==> config.mk <==
export PLATFORM = sky130hd
export DESIGN_NAME = mult_op_driver
export DESIGN_NICKNAME = d
export VERILOG_FILES = /design/src/rtl/mult_op_driver.sv
export SDC_FILE = /design/constraint.sdc
export NUM_CORES = 1
export LEC_CHECK = 0
export ABC_AREA = 1
export ABC_CLOCK_PERIOD_IN_PS = 3300
export CAP_MARGIN = 20
export CORE_ASPECT_RATIO = 0.8
export CORE_UTILIZATION = 25
export DETAILED_ROUTE_END_ITERATION = 10
export GPL_ROUTABILITY_DRIVEN = 0
export PLACE_DENSITY_LB_ADDON = 0.15
export SLEW_MARGIN = 5
export SYNTH_ARGS = -nofsm -noshare
export SYNTH_HDL_FRONTEND = slang
export SYNTH_SLANG_ARGS = --single-unit
==> constraint.sdc <==
create_clock -name clk -period 3.3 [get_ports clk]
set_input_delay 0.66 -clock clk [delete_from_list [all_inputs] [get_ports clk]]
set_output_delay 0.66 -clock clk [all_outputs]
set_load 0.01 [all_outputs]
==> src/rtl/mult_op_driver.sv <==
// Operand feeder for the 16x16 signed parity-protected multiplier: queues operand
// pairs, runs the req/ack/result_rdy handshake and returns one result record per pair.
module mult_op_driver #(
  parameter int DEPTH   = 4,
  parameter int TIMEOUT = 1023
) (
  input  logic                   clk,
  input  logic                   rst_n,
  input  logic                   in_valid,
  output logic                   in_ready,
  input  logic [15:0]            in_a,
  input  logic [15:0]            in_b,
  input  logic                   in_corrupt_a,
  input  logic                   in_corrupt_b,
  output logic [15:0]            arg_a,
  output logic                   arg_a_parity,
  output logic [15:0]            arg_b,
  output logic                   arg_b_parity,
  output logic                   req,
  input  logic                   ack,
  input  logic [31:0]            result,
  input  logic                   result_parity,
  input  logic                   result_rdy,
  input  logic                   arg_parity_error,
  output logic                   out_valid,
  input  logic                   out_ready,
  output logic [31:0]            out_result,
  output logic                   out_arg_err,
  output logic                   out_res_par_err,
  output logic                   out_timeout,
  output logic                   busy,
  output logic [$clog2(DEPTH):0] fifo_count
);
  localparam int AW = $clog2(DEPTH);
  localparam int TW = $clog2(TIMEOUT);
  localparam logic [AW:0] FULL_COUNT = (AW+1)'(DEPTH);
  localparam logic [TW-1:0] TIMER_LAST = TW'(TIMEOUT - 1);

  typedef enum logic [1:0] {IDLE, REQ, WAIT_RDY, OUT} state_t;

  state_t        state, state_next;
  logic [33:0]   mem [DEPTH];
  logic [AW-1:0] wr_ptr, rd_ptr;
  logic [AW:0]   count;
  logic [TW-1:0] timer, timer_next;
  logic          push, pop, timeout_hit, do_capture, do_abort;
  logic [15:0]   arg_a_next, arg_b_next;
  logic          arg_a_parity_next, arg_b_parity_next, req_next;
  logic          out_valid_next, out_arg_err_next, out_res_par_err_next, out_timeout_next;
  logic [31:0]   out_result_next;

  assign in_ready   = (count != FULL_COUNT);
  assign push       = in_valid && in_ready;
  assign pop        = (state == IDLE) && (count != '0);
  assign busy       = (state != IDLE);
  assign fifo_count = count;

  // Parity travels with the operand so a corrupted pair stays corrupted until it is issued.
  always_ff @(posedge clk) begin
    if (push)
      mem[wr_ptr] <= {in_a, (^in_a) ^ in_corrupt_a, in_b, (^in_b) ^ in_corrupt_b};
  end

  always_ff @(posedge clk) begin
    if (!rst_n) begin
      wr_ptr <= '0;
      rd_ptr <= '0;
      count  <= '0;
    end else begin
      if (push) wr_ptr <= wr_ptr + AW'(1);
      if (pop)  rd_ptr <= rd_ptr + AW'(1);
      if (push && !pop)      count <= count + (AW+1)'(1);
      else if (pop && !push) count <= count - (AW+1)'(1);
    end
  end

  always_comb begin
    state_next           = state;
    timer_next           = timer;
    req_next             = req;
    arg_a_next           = arg_a;
    arg_b_next           = arg_b;
    arg_a_parity_next    = arg_a_parity;
    arg_b_parity_next    = arg_b_parity;
    out_valid_next       = out_valid;
    out_result_next      = out_result;
    out_arg_err_next     = out_arg_err;
    out_res_par_err_next = out_res_par_err;
    out_timeout_next     = out_timeout;
    do_capture           = 1'b0;
    do_abort             = 1'b0;
    timeout_hit          = (timer == TIMER_LAST);

    case (state)
      IDLE: begin
        if (pop) begin
          {arg_a_next, arg_a_parity_next, arg_b_next, arg_b_parity_next} = mem[rd_ptr];
          req_next   = 1'b1;
          timer_next = '0;
          state_next = REQ;
        end
      end
      REQ: begin
        if (ack) begin
          req_next   = 1'b0;
          timer_next = '0;
          if (result_rdy) do_capture = 1'b1;
          else            state_next = WAIT_RDY;
        end else if (timeout_hit) begin
          do_abort = 1'b1;
        end else begin
          timer_next = timer + TW'(1);
        end
      end
      WAIT_RDY: begin
        if (result_rdy)       do_capture = 1'b1;
        else if (timeout_hit) do_abort = 1'b1;
        else                  timer_next = timer + TW'(1);
      end
      OUT: begin
        if (out_ready) begin
          out_valid_next = 1'b0;
          state_next     = IDLE;
        end
      end
    endcase

    // A late ack wins over the timeout when both land on the same edge.
    if (do_capture) begin
      out_result_next      = result;
      out_arg_err_next     = arg_parity_error;
      out_res_par_err_next = result_parity ^ (^result);
      out_timeout_next     = 1'b0;
      out_valid_next       = 1'b1;
      state_next           = OUT;
    end
    if (do_abort) begin
      req_next             = 1'b0;
      out_result_next      = '0;
      out_arg_err_next     = 1'b0;
      out_res_par_err_next = 1'b0;
      out_timeout_next     = 1'b1;
      out_valid_next       = 1'b1;
      state_next           = OUT;
    end
  end

  always_ff @(posedge clk) begin
    if (!rst_n) begin
      state           <= IDLE;
      timer           <= '0;
      req             <= 1'b0;
      arg_a           <= '0;
      arg_b           <= '0;
      arg_a_parity    <= 1'b0;
      arg_b_parity    <= 1'b0;
      out_valid       <= 1'b0;
      out_result      <= '0;
      out_arg_err     <= 1'b0;
      out_res_par_err <= 1'b0;
      out_timeout     <= 1'b0;
    end else begin
      state           <= state_next;
      timer           <= timer_next;
      req             <= req_next;
      arg_a           <= arg_a_next;
      arg_b           <= arg_b_next;
      arg_a_parity    <= arg_a_parity_next;
      arg_b_parity    <= arg_b_parity_next;
      out_valid       <= out_valid_next;
      out_result      <= out_result_next;
      out_arg_err     <= out_arg_err_next;
      out_res_par_err <= out_res_par_err_next;
      out_timeout     <= out_timeout_next;
    end
  end
endmodule
== After elaboration in Yosys (flattened, before gate mapping) ==
Memories as Yosys holds them, arrays and structs flattened. A register that Yosys moved wholly into a read port is not among the register bits.
Index checks and enable logic that the tools add are counted.
Word-level totals
  flip-flop bits (word level): 56
  latch bits: 0
  memory bits (writable): 136
  ROM bits: 0
  bits of input ports: 74
  output and inout bits: 76
  logic and storage cells: 91
  memories: 1
Memories
  mem: words 4, bits a word 34, rd ports 1, clocked after memory_dff 1, wr ports 1, line 42  | logic [33:0] mem [DEPTH];
Cells by class
  add/sub/neg operators: 5
  multipliers: 0
  divide/modulo/power cells: 0
  $lt $le $gt $ge: 0
  equal/unequal tests: 12
  shifts and indexed selects: 0
  muxes and demuxes: 32
  bitwise gates (word level): 4
  reductions and logical operators: 26
Operator list (count)
  $mux W10: 4
  $reduce_xor A16 Y1: 2
  $reduce_xor A32 Y1: 1
  $pmux W10 S3: 1
  $ne A4 B4 Y1 const B: 4
  $mux W1: 15
  $mux W2: 6
  $reduce_bool A3 Y1: 4
  $add A10 B1 Y10 const B: 1
  $eq A10 B10 Y1 const B: 1
  $reduce_bool A2 Y1: 4
  $mux W3: 2
  $ne A2 B2 Y1 const B: 3
  $pmux W1 S2: 3
  $pmux W2 S3: 1
  $reduce_and A3 Y1: 2
  $reduce_and A5 Y1: 1
  $reduce_bool A5 Y1: 1
  $add A2 B1 Y2 const B: 2
  $eq A2 B2 Y1 const B: 2
  $logic_and A1 B1 Y1: 4
  $reduce_and A2 Y1: 2
  $add A3 B1 Y3 const B: 1
  $logic_not A1 Y1: 3
  7 further kinds: 9

== Logic depth before layout (Yosys ltp) ==
  word-level depth: 6
  mapped depth: 15
  mapped depth without buffers: 15

== Worst setup path before layout ==
No wires, ideal clock.
  kind: register to register
  start: register count[0] (netlist: fifo_count[0])
  end: memory mem[0][0], enable pin
  library setup time: 425 ps
  data arrival time: 2340 ps
  required time: 2875 ps
  setup slack: 535 ps
  stages on the path, launching flop included: 5
  path buffers: 0
  clock period less this slack: 2765 ps
  cells stage by stage: dfxtp_1 -> inv_1 -> nand3_1 -> nand2_1 -> nor2_1
Between the ends
  word-level cells in the longest chain between the ends: 4
Ends and longest elaborated chain
  start: declaration: line 44  | logic [AW:0] count;
  start signal: assignment: line 72  | if (push && !pop) count <= count + (AW+1)'(1);
  start signal: assignment: line 73  | else if (pop && !push) count <= count - (AW+1)'(1);
  $ne A3 B3 Y1: line 52  | assign in_ready = (count != FULL_COUNT);
  named net in_ready: line 10  | output logic in_ready,
  $logic_and A1 B1 Y1: line 53  | assign push = in_valid && in_ready;
  $mux W1: line 60  | if (push)
  $mux W1 (implied by the code): line 61  | mem[wr_ptr] <= {in_a, (^in_a) ^ in_corrupt_a, in_b, (^in_b) ^ in_corrupt_b};
  end: declaration: line 42
The timed path passes the listed nets, and every way through them passes these cells.

== Final worst setup path ==
  start: register state[0]
  end: output port busy
Between the ends
  word-level cells in the longest chain between the ends: 1
Ends and longest elaborated chain
  start: declaration: line 41  | state_t state, state_next;
  start signal: assignment: line 163  | state <= state_next;
  $reduce_bool A2 Y1: line 55  | assign busy = (state != IDLE);
  end: declaration: line 31  | output logic busy,
No other way between the ends.

==> flow_summary.rst <==
.. list-table::
   :header-rows: 1

   * - Metric
     - Value
   * - Result of the run
     - finished, final reports clean
   * - Class of the most critical setup path
     - register to output pin
   * - Chip Height
     - 177 um
   * - Fraction of power consumed by the clock network
     - 0.318
   * - Buffers from clock root to sink, at most
     - 3
   * - Clock slew at reported path FFs
     - 0.06 ns
   * - End point of the critical path
     - busy
   * - Fillers
     - 3804
   * - I/O pin count
     - 150
   * - RSZ-0062 raised after global routing
     - false
   * - Largest delay share family, worst path
     - buffers and inverters
   * - Nature of the critical path startpoint
     - register
   * - Logic depth of the worst path, buffers included
     - 4
   * - Area of all sequential standard cells
     - 5890 um2
   * - Setup clock skew after layout
     - 0.0171 ns
   * - Endpoint arrival time on the critical path
     - 1.98 ns
   * - Hold Path Cell Cnt
     - 3
   * - Met3 WL post-DR
     - 1.03 mm
   * - # Max-Cap Violations
     - 0
   * - Area of the multi-input gates
     - 3320 um2
   * - Number of cells on the worst reg-to-reg path
     - 12
   * - Clock latency reported for the late side of the worst-skew pair
     - 0.55 ns
   * - Met2 wire length
     - 11.5 mm
   * - Total grt overflow
     - 0
   * - Drt total wl
     - 25.0 mm
   * - Largest net degree at the start of global routing
     - 70
   * - Dominant register cell in the synthesized netlist
     - sky130_fd_sc_hd__edfxtp_1
   * - Cell at the slowest stage of the critical path
     - sky130_fd_sc_hd__clkdlybuf4s50_1
   * - Critical Path, Cell by Cell
     - inv_1 -> ha_1 -> inv_1 -> clkdlybuf4s50_1
   * - End of the worst register-to-register path
     - fifo_count[2]
   * - Crit share post-route
     - 0.800
   * - H-tree levels
     - 1
   * - Mean cell area of the mapped netlist
     - 9.68 um2
   * - Total number of vias
     - 7045
   * - Fmax
     - 0.379 GHz
   * - Count of flip-flops with a built-in enable after synthesis
     - 136
   * - CP max stage delay
     - 0.56 ns
   * - Worst Setup End Kind
     - output pin
   * - Startpoint of the worst register-to-register path
     - state[0]
   * - Final slew viol count
     - 0
   * - Fraction of power spent switching nets
     - 0.333
   * - Number of sinks on the clock net
     - 226
   * - Floorplan die area
     - 39200 um2
   * - Psw
     - 0.00315 W
   * - Most prevalent standard cell on the critical path
     - sky130_fd_sc_hd__inv_1
   * - Antenna diode count
     - 0
   * - Count of unique library cells instantiated by Yosys
     - 36
   * - Hold-fix buffers at CTS
     - 0
   * - CTS Root Buffer Type
     - sky130_fd_sc_hd__clkbuf_16
   * - Horizontal die dimension
     - 221 um
   * - Via count of the first global-routing pass
     - 6810
   * - Buf+Inv Stages, Crit Path
     - 3
   * - Proportion of power drawn by combinational gates
     - 0.300
   * - Detail Route Antenna Nets
     - 0
   * - Most used cells in the layout excluding fill and tap cells
     - 198 x sky130_fd_sc_hd__nand2_1, 155 x sky130_fd_sc_hd__nor2_1, 148 x sky130_fd_sc_hd__clkdlybuf4s50_1
   * - Initial cell density of the core
     - 0.257
   * - Power share of the sequential group
     - 0.382
   * - Routed met1 length
     - 12.0 mm
   * - DP HPWL
     - 14.9 mm
   * - Floorplan row count
     - 63
   * - Sum Neg Setup Slack
     - 0 ns
   * - Number of instances resized during post-cts repair
     - 0
   * - Number of design rule violations left after detail routing
     - 0
   * - Share of flip-flops with an asynchronous set or reset
     - 0
   * - Hold crit path type
     - input port to register
   * - Maximum fanout along the worst path
     - 4
   * - Data required time at the worst endpoint
     - 2.64 ns
   * - Port Buf Inserts
     - 149
   * - Count of mapped cells out of synthesis
     - 993
   * - Number of flip-flops and latches in the synthesized netlist
     - 226
   * - Count of final hold-check violations
     - 0
   * - Total GRT Usage
     - 0.127
   * - Seq/Total Area, Yosys
     - 0.612
   * - Syn_nets
     - 1080
   * - Fraction of layout instances using a drive strength above 1
     - 0.0741
   * - Minimum clock period after layout
     - 2.64 ns
   * - CTS tree
     - done
   * - Yosys warnings
     - 0
   * - VDD IR-drop max
     - 0.351 mV
   * - Total power divided by cell area
     - 751 nW/um2
   * - Wire length of the first global-routing pass
     - 38.8 mm
   * - Drt first pass iters
     - 4
   * - Area growth from synthesis to final layout
     - 31.2%
   * - Worst reg-to-reg setup slack
     - 1.05 ns
   * - Total power after layout
     - 0.00947 W
   * - Launching element of the worst setup path
     - state[0]
   * - Core box area
     - 37400 um2
   * - Routed len/inst
     - 15.2 um
   * - Relative slew slack
     - 0.458
   * - Highest metal layer with signal wires
     - met4
   * - Post-CTS Setup Inserts
     - 0
   * - Antenna violations before repair
     - 0
   * - Post-DR vias/cell
     - 4.28
   * - Number of violations reported at the end of detailed-routing iteration 0
     - 316
   * - Final #Nets
     - 1227
   * - Cell-internal power
     - 0.00632 W
   * - Static leakage
     - 4.60 nW
   * - Area of the mapped netlist
     - 9610 um2
   * - Most frequent standard cell in the layout excluding fill and tap cells
     - sky130_fd_sc_hd__nand2_1
   * - Final setup violating endpoints
     - 0
   * - Slew of the pin with the lowest slew margin
     - 0.813 ns
   * - Number of clock buffers inserted by TritonCTS
     - 26
==> sequential cells by signal, summed over array words and instances, names as in the netlist, 2 cells and up <==
name	count
arg_a	16
rd_ptr	2
mem	136
out_result	32
fifo_count	3
wr_ptr	2
arg_b	16
state	2
timer	10
==> Yosys cell counts (all sizes together), types with 15 or more instances <==
library cell | instances | area (um2)
nand2 | 201 | 767
nor2 | 164 | 643
edfxtp | 136 | 4080
o21ai | 117 | 586
dfxtp | 90 | 1800
inv | 64 | 240
a21oi | 55 | 302
a31oi | 38 | 244
clkbuf | 29 | 109
xnor2 | 24 | 210
xor2 | 21 | 184
buf | 15 | 86.3
==> per-layer routing <==
metal  track usage  vias to the layer above
met5             0                        -
met4        0.0306                        0
met3        0.0263                       30
met2         0.209                      126
met1         0.172                     3263
li1              -                     3626
==> worst min path at each step <==
stage                   start             end  slack [ns]
5_1_grt                 rst_n       out_valid        0.46
2_1_floorplan        timer[6]        timer[6]        0.44
6_report                rst_n       out_valid        0.45
3_3_place_gp   out_result[28]  out_result[28]        0.45
4_1_cts                 rst_n       out_valid        0.42
3_5_place_dp    out_result[2]   out_result[2]        0.45
==> layout make-up <==
type | instances | share of cell area
inverters | 66 | 0.0196
clock inverters | 19 | 0.0176
repair buffers | 163 | 0.130
well taps | 487 | 0.0483
clock buffers | 29 | 0.0541
multi-input cells | 657 | 0.263
flip-flops and latches | 226 | 0.467
==> per-stage QoR <==
stage               instances  hold slack (ns)  area (um2)   util  setup slack [ns]
floorplan                 993            0.437        9610      -             0.535
global placement         1599            0.449       11700  0.313             0.671
detailed placement       1599            0.451       11700  0.313             0.689
CTS                      1647            0.424       12600  0.337             0.628
global route             1647            0.462       12600  0.337             0.531
finish                   1647            0.446       12600  0.337             0.661
==> logic make-up (layout without fill, tap and decap cells) <==
group	Yosys count	after routing	share of synthesized area
AND/OR/NAND/NOR	387	387	0.163
flip-flops	226	226	0.613
AO/OA/AOI/OAI	212	212	0.120
buffers and inverters	110	277	0.0461
XOR/XNOR	45	45	0.0410
adder cells (fa/ha/maj)	13	13	0.0177
==> power groups by stage <==
stage | logic (W) | clock network (W) | registers, W
finish | 0.00284 | 0.00301 | 0.00362
CTS | 0.00292 | 0.00312 | 0.00363
detailed placement | 0.00291 | 0 | 0.00368
global placement | 0.00291 | 0 | 0.00369
global route | 0.00323 | 0.00324 | 0.00366
floorplan | 0.00163 | 0 | 0.00373
==> worst min-delay path: cells and delay by family <==
kind	cells	cell delay, ns
buf+inv	2	0.19
simple gates	1	0.09
Note: power is estimated with default switching activity, not from simulation.
